<file path="src/rtl/fifo_switch_ctrl.sv">
// Switch/button front end: synchronizes and debounces the inputs and runs a
// small FIFO whose state feeds the seven-segment display controller.
module fifo_switch_ctrl #(
    parameter int DEPTH     = 8,
    parameter int AW        = 3,
    parameter int DB_CYCLES = 50000
) (
    input  logic          clk_in,
    input  logic          rst,
    input  logic [3:0]    sw,
    input  logic          btn_push,
    input  logic          btn_pop,
    input  logic          btn_mode,
    output logic [3:0]    input_data,
    output logic [3:0]    output_data,
    output logic          display_mode,
    output logic          empty,
    output logic          full,
    output logic [AW:0]   count
);

    localparam logic [15:0] DB_LAST   = 16'(DB_CYCLES - 1);
    localparam logic [AW:0] DEPTH_CNT = (AW+1)'(DEPTH);

    logic [2:0]  btn_s;
    logic [2:0]  btn_sync1_r;
    logic [2:0]  btn_sync2_r;
    logic [2:0]  level_r;
    logic [2:0]  pulse_r;
    logic [15:0] db_cnt_r [3];
    logic [3:0]  sw_sync1_r;
    logic [3:0]  sw_sync2_r;

    logic [3:0]    mem_r [DEPTH];
    logic [AW-1:0] wr_ptr_r;
    logic [AW-1:0] rd_ptr_r;
    logic [AW:0]   count_r;
    logic [3:0]    output_data_r;
    logic          mode_r;
    logic          do_push_s;
    logic          do_pop_s;

    // Bit order within the button vectors: 0 = push, 1 = pop, 2 = mode.
    assign btn_s = {btn_mode, btn_pop, btn_push};

    // Input synchronizers, per-button debounce counters and rising-edge pulses.
    always_ff @(posedge clk_in or posedge rst) begin
        if (rst) begin
            btn_sync1_r <= 3'b000;
            btn_sync2_r <= 3'b000;
            level_r     <= 3'b000;
            pulse_r     <= 3'b000;
            sw_sync1_r  <= 4'h0;
            sw_sync2_r  <= 4'h0;
            for (int i = 0; i < 3; i++) begin
                db_cnt_r[i] <= 16'd0;
            end
        end else begin
            btn_sync1_r <= btn_s;
            btn_sync2_r <= btn_sync1_r;
            sw_sync1_r  <= sw;
            sw_sync2_r  <= sw_sync1_r;
            for (int i = 0; i < 3; i++) begin
                pulse_r[i] <= 1'b0;
                if (btn_sync2_r[i] == level_r[i]) begin
                    db_cnt_r[i] <= 16'd0;
                end else if (db_cnt_r[i] == DB_LAST) begin
                    // Level flips here; only a flip to 1 produces a pulse.
                    level_r[i]  <= ~level_r[i];
                    db_cnt_r[i] <= 16'd0;
                    pulse_r[i]  <= ~level_r[i];
                end else begin
                    db_cnt_r[i] <= db_cnt_r[i] + 16'd1;
                end
            end
        end
    end

    // Qualify push/pop; a pop frees a slot, so push on a full FIFO is allowed alongside it.
    always_comb begin
        do_pop_s  = 1'b0;
        do_push_s = 1'b0;
        if (pulse_r[1] && (count_r != '0)) begin
            do_pop_s = 1'b1;
        end else begin
            do_pop_s = 1'b0;
        end
        if (pulse_r[0] && ((count_r != DEPTH_CNT) || do_pop_s)) begin
            do_push_s = 1'b1;
        end else begin
            do_push_s = 1'b0;
        end
    end

    // FIFO storage write port (storage is intentionally not reset).
    always_ff @(posedge clk_in) begin
        if (do_push_s) begin
            mem_r[wr_ptr_r] <= sw_sync2_r;
        end
    end

    // Pointers, occupancy, popped data and display mode.
    always_ff @(posedge clk_in or posedge rst) begin
        if (rst) begin
            wr_ptr_r      <= '0;
            rd_ptr_r      <= '0;
            count_r       <= '0;
            output_data_r <= 4'h0;
            mode_r        <= 1'b0;
        end else begin
            if (do_push_s) begin
                wr_ptr_r <= wr_ptr_r + 1'b1;
            end
            if (do_pop_s) begin
                output_data_r <= mem_r[rd_ptr_r];
                rd_ptr_r      <= rd_ptr_r + 1'b1;
            end
            case ({do_push_s, do_pop_s})
                2'b10:   count_r <= count_r + 1'b1;
                2'b01:   count_r <= count_r - 1'b1;
                default: count_r <= count_r;
            endcase
            if (pulse_r[2]) begin
                mode_r <= ~mode_r;
            end
        end
    end

    assign input_data   = sw_sync2_r;
    assign output_data  = output_data_r;
    assign display_mode = mode_r;
    assign count        = count_r;
    assign empty        = (count_r == '0);
    assign full         = (count_r == DEPTH_CNT);

endmodule

</file>
<file path="config.mk">
export PLATFORM = sky130hd
export DESIGN_NAME = fifo_switch_ctrl
export DESIGN_NICKNAME = d
export VERILOG_FILES = /design/src/rtl/fifo_switch_ctrl.sv
export SDC_FILE = /design/constraint.sdc
export NUM_CORES = 1
export LEC_CHECK = 0
export CAP_MARGIN = 20
export CORE_AREA = 3 3 114 116
export CTS_BUF_LIST = sky130_fd_sc_hd__clkbuf_4 sky130_fd_sc_hd__clkbuf_8
export DETAILED_ROUTE_END_ITERATION = 7
export DIE_AREA = 0 0 117 119
export SLEW_MARGIN = 0
export SYNTH_ARGS = -nofsm -noshare
export SYNTH_HDL_FRONTEND = slang
export SYNTH_SLANG_ARGS = --single-unit
export TNS_END_PERCENT = 50
</file>
<file path="constraint.sdc">
create_clock -name clk_in -period 2.45 [get_ports clk_in]
set_clock_uncertainty 0.05 [all_clocks]
set_input_delay 0.3675 -clock clk_in [delete_from_list [all_inputs] [get_ports clk_in]]
set_output_delay 0.3675 -clock clk_in [all_outputs]
set_load 0.02 [all_outputs]
</file>
After elaboration in Yosys (flattened, before gate mapping)
Memories as Yosys holds them, arrays and structs flattened. A register that Yosys moved wholly into a read port is not among the register bits.
Cells that the tools add are included.
{"block": "classes", "n_reduce_logical": 9, "n_bitwise": 7, "n_mux": 17, "addsub": 7, "eq_ne": 10}
{"operator": "16-bit 2-to-1 mux", "n": 6}
{"operator": "16-bit by 1-bit adder with 16-bit output (second input constant)", "n": 3}
{"operator": "16-bit == test (second input constant)", "n": 3}
{"operator": "1-bit 2-to-1 mux", "n": 10}
{"operator": "4-bit case mux with 2 select lines", "n": 1}
{"operator": "1-bit NOT", "n": 7}
{"operator": "3-bit by 1-bit adder with 3-bit output (second input constant)", "n": 2}
{"operator": "2-bit AND reduction", "n": 3}
{"operator": "4-bit by 1-bit adder with 4-bit output (second input constant)", "n": 1}
{"operator": "4-bit == test (second input constant)", "n": 1}
{"operator": "4-bit logical NOT", "n": 1}
{"operator": "4-bit != test (second input constant)", "n": 1}
{"operator": "4-bit nonzero test", "n": 1}
{"operator": "4-bit by 1-bit subtractor with 4-bit output (second input constant)", "n": 1}
{"operator": "1-bit == test", "n": 3}
{"operator": "2-bit by 1-bit == test with 1-bit output (second input constant)", "n": 1}
{"operator": "2-bit == test (second input constant)", "n": 1}
{"operator": "1-bit logical AND", "n": 2}
{"operator": "2-bit nonzero test", "n": 1}
{"operator": "1-bit logical OR", "n": 1}
{"block": "totals", "out_inout_bits": 15, "register_bits": 79, "mem_count": 1, "mem_bits_rw": 32, "elab_cells": 66}
{"name": "mem_r", "words": 8, "width": 4, "read_ports": 1, "rd_ports_with_merged_regs": 1, "write_ports": 1, "line": "34", "rtl": "logic [3:0] mem_r [DEPTH];"}

Logic depth before layout (Yosys ltp)
Gate-level depths: netlist of the first run.
{"block": "depth", "word_depth": 8, "mapped_depth": 7}

Worst setup path before layout of the first run
Ideal clock, no wire load.
{"block": "synth_timing", "path_kind": "flip-flop to flip-flop", "from": "register count_r[1], in the netlist count[1]", "to": "register count_r[3], in the netlist count[3]", "setup_slack_ns": 0.016, "arrival_ns": 2.260, "stages_incl_launch_ff": 8, "path_buffers": 0, "setup_ns": 0.124, "path_cell_list": "dfrtp_1 > o41ai_1 > nor2_1 > ha_1 > a21o_1 > a21oi_1 > mux2i_1 > a211o_1"}
{"block": "synth_via", "elab_chain_len": 8, "word_cells_on_any_way": 13}
{"item": "start, declared", "line": "37", "rtl": "logic [AW:0] count_r;"}
{"item": "start signal, assigned", "line": "119", "rtl": "2'b10: count_r <= count_r + 1'b1;"}
{"item": "start signal, assigned", "line": "120", "rtl": "2'b01: count_r <= count_r - 1'b1;"}
{"item": "start signal, assigned", "line": "121", "rtl": "default: count_r <= count_r;"}
{"item": "4-bit nonzero test", "line": "83", "rtl": "if (pulse_r[1] && (count_r != '0)) begin"}
{"item": "1-bit logical AND", "line": "83"}
{"item": "1-bit 2-to-1 mux", "line": "83"}
{"item": "1-bit logical OR", "line": "88", "rtl": "if (pulse_r[0] && ((count_r != DEPTH_CNT) || do_pop_s)) begin"}
{"item": "1-bit logical AND", "line": "88"}
{"item": "1-bit 2-to-1 mux", "line": "88"}
{"item": "2-bit by 1-bit == test with 1-bit output / 2-bit == test (equally long branches)", "line": "118", "rtl": "case ({do_push_s, do_pop_s})"}
{"item": "4-bit case mux with 2 select lines / 2-bit nonzero test (equally long branches)"}
Several ways; a longest one is shown, not always the timed one.
A chain may end at the register's enable or synchronous reset.

Worst setup path after layout of the first run
Ends and elaborated chain as after synthesis.

==> run summary, run 1 <==
The run finished with clean final reports. The die is 117 um wide. The synthesized flop and latch total is 115. The per-instance average area after synthesis came out at 12.2 um2.

The setup slack on the worst flop-to-flop path came out at 170 ps. In this run the core area contains 40 standard-cell rows. The number of synthesized flops with an enable pin came out at 32. The total placed cells including tap cells is 576.

The path class of the tightest hold or removal check is primary input to asynchronous set/reset pin. Among all stages on the critical path, the largest delay is contributed by sky130_fd_sc_hd__dfrtp_1. For this run, asynchronously set or reset flops after synthesis account for 72.2%. The number of antenna diodes in the final layout is 0. The number of cell instances on the worst register-to-register path came out at 7. Counting both buffers and inverters, the worst setup path holds a total of 0. For this run, the leading register cell type out of synthesis is sky130_fd_sc_hd__dfrtp_1. The region available for standard cell placement spans 12000 um2. The arrival time of data at the critical path endpoint is 2530 ps. The CTS tree is yes. The number of post-CTS setup repair buffers came out at 0.

The fraction of layout instances using a drive strength above 1 is 13.0%. For this run, the number of standard cells in the final layout without fillers is 608. Routability-driven placement finished with a final weighted congestion of 0.804. Data on the critical path is required at its endpoint by 2710 ps. The number of top-level pins is 24.

The via density per instance is 4.99. The signed area change from the synthesized netlist to the final layout came out at 18.9%. Setup repair after global routing left no endpoint under its margin.

The total clock buffers created by CTS came out at 17. The share of power burned in the clock network is 48.3%. After clock tree synthesis, the flow added hold-fix buffers numbering 0. The slew of the pin with the lowest slew margin came out at 592 ps. Setup violations remaining at the end of the flow were counted as 0. The final-layout worst hold slack came out at 232 ps.

The detailed-route wire length is 8260 um. The global-route met3 utilization is 5.64%. The worst setup path is launched from a flop. In this run the worst path has a maximum fanout of 6. Detailed routing inserted a total of 3031 vias. Dividing total power by cell area gives a power density of 700 nW/um2. The beginning of the worst register-to-register path is count[1]. The register area share after synthesis is 61.7%. The area occupied by multi-input gates is 1820 um2. The met1 track demand over resource in global routing came out at 18.2%. Yosys mapped the design onto 37 distinct sky130hd cell types.

The detailed-placement wirelength estimate is 5870 um. Based on the critical path, the design can be clocked at up to 0.439 GHz. The most critical setup path has its endpoint at count[3]. The number of nets in the synthesized netlist came out at 422. The post-layout net count is 465. The number of nets with antenna violations after routing came out at 0. In this run the vertical extent of the chip is 119 um. The number of global-route vias before repair is 3023.

The total iterations of the first detailed-routing run came out at 4. The clock-pin slew on the worst setup and hold paths came out at 60 ps. Yosys printed 0 warnings.

The largest incremental delay on the critical path is 440 ps. Grouping stages by cell kind, the critical path spends the most delay in compound AO/OA/AOI/OAI gates. The cell internal power dissipation is 3300 uW.

The sequential group share of total power came out at 49.4%. The final number of hold-violating endpoints is 0. The library cells used most frequently in the layout, excluding fill and tap cells, are 83 x sky130_fd_sc_hd__dfrtp_1, 66 x sky130_fd_sc_hd__nor2_1, 37 x sky130_fd_sc_hd__xnor2_1. The die covers 13900 um2. Per report_power, the combinational group accounts for 2.4% of the total. The worst setup path is captured at a flop. After routing, the total negative slack on setup checks comes to 0 ps. The worst-case vdd ir drop came out at 0.396 mV.

The DRC violation total after the first TritonRoute iteration came out at 119. The initial antenna violation count came out at 0. The signal on the critical path passes through o41ai_2 > nor2_1 > ha_1 > a21o_1 > a21oi_2 > mux2i_1 > a211o_1. The aggregate global routing overflow is 0. The tree is rooted in a sky130_fd_sc_hd__clkbuf_8. The routed wire length per instance is 13.6 um. The final worst-path cycle share came out at 93.0%. The setup path with the least slack is of type flop to flop. The smallest clock period supported by the final layout is computed as 2280 ps.

In this run the critical register-to-register path is captured at count[3]. The pin count of the biggest net entering global routing came out at 42. The switching part of the total power came out at 19.5%. The initial utilization of the core area, before any placement, comes to 41.0%. In this run the cell area of the synthesized design comes to 4930 um2.

After global routing, the most crowded layer is met2. The analysis attributes to cell leakage a power of 0.00230 uW. The number of fillers in the final layout is 1072. The DRC violations left came out at 0. The clock sink count is 115. The cell count after synthesis came out at 405. The count of buffers inserted at the top-level ports is 23. The count of H-tree levels built during CTS came out at 4. At the later pin of the worst-skew pair, clock insertion delay measures 420 ps. The maximum root-to-sink buffer count came out at 2. The net switching power of the design came out at 798 uW. The path length in cells of the critical path is 7.

The area taken by flip-flops and latches is 3040 um2. Headroom to the max-slew limit came out at 60.2%. The max capacitance violation total came out at 0. The number of max-slew violations in the final report came out at 0. The global-route wire length before repair is 14500 um. The final core area utilization is 48.8%.

The met2 track demand over resource came out at 19.2%. In this run the worst setup path begins at count[1]. The most common cell after layout, fill and taps aside is sky130_fd_sc_hd__dfrtp_1. The global routing usage summed across all routing layers is 13.5%.
## power by group through the flow
stage	registers, uW	clock network (uW)	logic (uW)
after global placement	2060	0	99.1
after floorplan	2060	0	50.2
after CTS	2020	2040	101
after global routing	2030	2140	112
after detailed placement	2060	0	99.7
final	2020	1980	96.5
## how the worst min path moves through the flow
stage	from	slack [ps]	cells after the start	end
CTS	rst	210	2	sw_sync1_r[3]
floorplan	btn_sync1_r[0]	280	0	btn_sync2_r[0]
global placement	btn_sync1_r[0]	280	0	btn_sync2_r[0]
global route	rst	220	2	sw_sync1_r[0]
finish	rst	230	2	sw_sync1_r[3]
detailed placement	btn_sync1_r[2]	290	0	btn_sync2_r[2]
## sequential cells by signal, indices dropped and copies added, names as in the netlist
name          count
output_data       4
rd_ptr_r          3
level_r           3
display_mode      1
db_cnt_r         48
wr_ptr_r          3
input_data        4
btn_sync2_r       3
pulse_r           3
mem_r            32
sw_sync1_r        4
btn_sync1_r       3
count             4
## metal layers
| layer | up-vias | part of all wire, % |
|---|---|---|
| met5 | - | 0 |
| met4 | 0 | 1.4 |
| met3 | 10 | 3.6 |
| met2 | 42 | 47 |
| met1 | 1465 | 48 |
| li1 | 1514 | - |
## synth_stat cells (3+ instances only)
cell type | n | area share [%]
sky130_fd_sc_hd__dfrtp_1 | 83 | 42
sky130_fd_sc_hd__nor2_1 | 66 | 5.0
sky130_fd_sc_hd__xnor2_1 | 37 | 6.6
sky130_fd_sc_hd__edfxtp_1 | 32 | 20
sky130_fd_sc_hd__nand2_1 | 29 | 2.2
sky130_fd_sc_hd__nand3_1 | 17 | 1.7
sky130_fd_sc_hd__nor4_1 | 15 | 1.9
sky130_fd_sc_hd__inv_1 | 14 | 1.1
sky130_fd_sc_hd__nand4_1 | 13 | 1.7
sky130_fd_sc_hd__xor2_1 | 12 | 2.1
sky130_fd_sc_hd__nor3_1 | 11 | 1.1
sky130_fd_sc_hd__mux4_2 | 8 | 3.7
sky130_fd_sc_hd__o21ai_0 | 8 | 0.81
sky130_fd_sc_hd__ha_1 | 7 | 1.8
sky130_fd_sc_hd__mux2i_1 | 7 | 1.4
sky130_fd_sc_hd__a21oi_1 | 4 | 0.41
sky130_fd_sc_hd__and3_1 | 4 | 0.51
sky130_fd_sc_hd__clkbuf_1 | 4 | 0.30
sky130_fd_sc_hd__nand2b_1 | 4 | 0.51
sky130_fd_sc_hd__nor3b_1 | 4 | 0.61
sky130_fd_sc_hd__buf_2 | 3 | 0.30
## worst reg2reg max path: cells and delay by family (launching register included)
family,cells,cell delay [ps]
AO/OA/AOI/OAI,4,1130
adder cells (fa/ha/maj),1,300
flip-flops,1,440
multiplexers,1,100
AND/OR/NAND/NOR,1,150
## through the flow
stage / instance area (um2) / setup WS (ps) / power [uW]
3_5_place_dp: 5400 / 103 / 2160
3_3_place_gp: 5400 / 199 / 2160
2_1_floorplan: 4930 / 16.3 / 2110
5_1_grt: 5860 / 39.5 / 4280
4_1_cts: 5860 / 99.4 / 4160
6_report: 5860 / 172 / 4100
## cell type report
class                      instances  area share [%]
inverter                          14           0.961
sequential                       115            51.8
clock buffer                      21            4.61
timing repair buffer              32            5.25
multi-input combinational        268            31.0
tap                              147            3.14
clock inverter                    11            3.14
## kinds of logic after synthesis
logic type | Yosys count | share of synthesized area [%]
AND/OR/NAND/NOR | 174 | 17.2
AO/OA/AOI/OAI | 18 | 2.54
XOR/XNOR | 49 | 8.71
flip-flops | 115 | 61.7
buffers and inverters | 22 | 1.75
multiplexers | 19 | 5.99
adder cells (fa/ha/maj) | 8 | 2.18
## timing repair
action                                  4_1_cts  5_1_grt
endpoints found under the setup margin        2        1
gates resized for setup                       3        1
endpoints found under the hold margin         0        0
Power figures use the tool's default switching activity.
==> run 2: changes to the inputs <==
- CORE_AREA: 3 3 114 116 -> 3 3 136 98
- DIE_AREA: 0 0 117 119 -> 0 0 139 101
- clock period: 2.45 -> 2.2 ns (I/O delays scaled with it)
==> run summary, run 2 (same netlist as run 1, synthesis figures left out) <==
The run finished with clean final reports. The clock sink count came out at 115 (unchanged). The global-route wire length before repair came out at 15100 um (+3.9%).

The final-layout worst hold slack came out at 165 ps (-67.0 ps). The final core area utilization came out at 48.5% (-0.27 points). The net switching power of the design came out at 902 uW (+13%). The number of post-CTS setup repair buffers is 0 (unchanged). The number of buffers and inverters on the critical path came out at 0 (unchanged). The signed area change from the synthesized netlist to the final layout came out at 20.6%. The number of flip-flops in the largest register is 48 (unchanged). The initial core utilization is 40.2% (-0.80 points). The nature of the critical path endpoint is a flop. The final number of hold-violating endpoints came to 0 (unchanged). The DRC violation total after the first TritonRoute iteration is 214 (+80%). The setup violation total in the final timing report came out at 0 (unchanged). The total power draw is 4590 uW (+12%). The vertical extent of the die is 101 um (-15%).

The least setup slack across all paths after layout came out at 18.5 ps (-154 ps). The power density relative to cell area was 773 nW/um2 (+10%). The post-layout net count came to 470 (+1.1%). The cell family contributing the most delay on the critical path is compound AO/OA/AOI/OAI gates. STA classifies the critical path startpoint as a flop. The number of nets with antenna violations after routing came to 0 (unchanged). The switching part of the total power is 19.6% (+0.16 points). The worst hold path belongs to the class primary input to asynchronous set/reset pin. Leaving out fill and tap cells, the most frequent cells in the layout are 83 x sky130_fd_sc_hd__dfrtp_1, 66 x sky130_fd_sc_hd__nor2_1, 37 x sky130_fd_sc_hd__xnor2_1. The largest registers in the layout are db_cnt_r (48), mem_r (32). The number of top-level pins came out at 24 (unchanged). The die footprint came out at 14000 um2 (+0.83%). The total leakage power came out at 0.00233 uW (+1.6%). The achievable clock frequency is 0.458 GHz (+4.4%). The global routing usage summed across all routing layers is 13.7% (+0.29 points). The pin count of the biggest net entering global routing is 54 (+29%). The most common cell after layout, fill and taps aside is sky130_fd_sc_hd__dfrtp_1. The count of buffers inserted at the top-level ports is 23 (unchanged). The clock-pin slew on the worst setup and hold paths is 70 ps (about the same). The slew of the pin with the lowest slew margin is 633 ps (+40.5 ps). The worst-path maximum fanout is 5 (-1). The setup slack on the worst flop-to-flop path came out at 20 ps (-150 ps). The antenna cell count was 0 (unchanged). The endpoint of the lowest-slack register-to-register path is count[3]. The aggregate global routing overflow came to 0 (unchanged). The maximum root-to-sink buffer count is 2 (unchanged). The number of core rows is 34 (-15%). The standard cell area after detailed placement came out at 5460 um2 (+1.0%). The worst-case vdd ir drop came out at 0.372 mV (-6.1%). The total iterations of the first detailed-routing run came to 4 (unchanged). The die width came out at 139 um (+19%). The worst register-to-register path begins at count[0]. TritonCTS built the clock tree. The number of max-slew violations in the final report came out at 0 (unchanged).

The normalized max-slew margin came out at 57.5% (-2.7 points). The area of the placeable core came out at 12300 um2 (+2.0%). The cell internal power dissipation is 3690 uW (+12%). The cell type of the slowest stage on the worst timing path is sky130_fd_sc_hd__dfrtp_1.

The routed wire length per instance is 14.0 um (+2.7%). The share of power burned in the clock network was 48.7% (+0.4 points). The number of cell instances on the worst register-to-register path came out at 7 (unchanged). The final worst-path cycle share is 99.2% (+6.2 points). The DRC violations left was 0 (unchanged). The total clock buffers created by CTS came out at 17 (unchanged). The max capacitance violation total is 0 (unchanged). The initial antenna violation count is 0 (unchanged). The detailed-route wire length is 8760 um (+6.1%). The final standard cell area without fillers is 5940 um2 (+1.4%). The number of global-route vias before repair is 3024 (+0.033%).

The combinational fraction of design power is 2.3% (about the same). The final critical path time including I/O delays and setup is 2180 ps (-96.3 ps). The count of H-tree levels built during CTS is 4 (unchanged). The required time reported for the critical path endpoint was 2450 ps (-260 ps). Setup repair after global routing could not meet its margin everywhere. The path length in cells of the critical path came out at 7 (unchanged). The arrival time of data at the critical path endpoint came out at 2430 ps (-100 ps). The latest clock arrival within the worst-skew pair came to 420 ps (about the same).

The detailed-placement wirelength estimate came out at 6060 um (+3.2%). The critical path in this run is classified as flop to flop. The sequential group share of total power was 49.0% (-0.4 points). The pre-CTS setup slack came out at -96.6 ps (-200 ps). The largest incremental delay on the critical path was 450 ps (about the same). The launch point of the critical path is count[0]. The vias after detailed routing is 3071 (+1.3%). The register ranked first by flip-flop count is db_cnt_r.

Clock tree synthesis selected as its root buffer the cell sky130_fd_sc_hd__clkbuf_8. The fraction of layout instances using a drive strength above 1 is 14.6% (+1.6 points). The via density per instance came to 4.89 (-1.9%). The placer congestion estimate came to 0.821 (+2.2%). Walking the worst path, the cells encountered are o41ai_4 > nor2_1 > ha_1 > a21o_1 > a21oi_4 > mux2i_1 > a211o_1.
==> run 2: changes by cell type in the layout (fill, tap and decap cells not counted), sizes merged <==
cell | before | now
clkbuf | 21 | 22
clkinv | 6 | 5
clkdlybuf4s15 | 0 | 1
dlygate4sd2 | 2 | 0
buf | 9 | 14
clkinvlp | 1 | 2
==> run 2: worst max-delay path by stage <==
| stage | endpoint | slack (ps) |
|---|---|---|
| global route | count[3] | -50 |
| floorplan | count[3] | -230 |
| CTS | count[3] | -10 |
| global placement | count[3] | 10 |
| finish | count[3] | 20 |
| detailed placement | count[3] | -100 |
==> run 2: per-stage QoR <==
| stage | cells | setup TNS (ps) |
|---|---|---|
| 2_1_floorplan | 405 | -234 |
| 3_3_place_gp | 596 | 0 |
| 3_5_place_dp | 596 | -96.6 |
| 4_1_cts | 628 | -10.1 |
| 5_1_grt | 628 | -51.5 |
| 6_report | 628 | 0 |
==> run 2: area by class of cell <==
| class | count | area, um2 |
|---|---|---|
| Sequential cell | 115 | 3040 |
| Tap cell | 162 | 203 |
| Clock inverter | 11 | 183 |
| Inverter | 14 | 56.3 |
| Timing Repair Buffer | 37 | 344 |
| Clock buffer | 21 | 277 |
| Multi-Input combinational cell | 268 | 1840 |
| Fill cell | 1111 | 6310 |
==> run 2: what timing repair did <==
item                       CTS  global route
pin swaps                    1             0
gates resized for setup      6             5
hold buffers                 0             0
setup endpoints to repair    3             7
==> run 2: worst reg2reg max path: cells and delay by family (launching register included) <==
kind | cells | cell delay, ps
adders and majority gates | 1 | 290
AOI/OAI and AO/OA | 4 | 1070
DFF | 1 | 450
and+or+nand+nor | 1 | 120
muxes | 1 | 90
==> run 2: layer usage <==
layer | part of all wire (%) | track usage [%] | vias to the layer above
met5 | 0 | 0 | -
met4 | 1.0 | 6.32 | 0
met3 | 3.9 | 3.75 | 10
met2 | 43 | 19.6 | 48
met1 | 52 | 19.7 | 1495
li1 | - | - | 1518
==> run 2: power by group through the flow <==
stage	combinational, uW	clock (uW)	sequential, uW
2_1_floorplan	56.0	0	2290
6_report	106	2240	2250
5_1_grt	123	2400	2250
3_3_place_gp	109	0	2290
4_1_cts	110	2310	2250
3_5_place_dp	110	0	2290
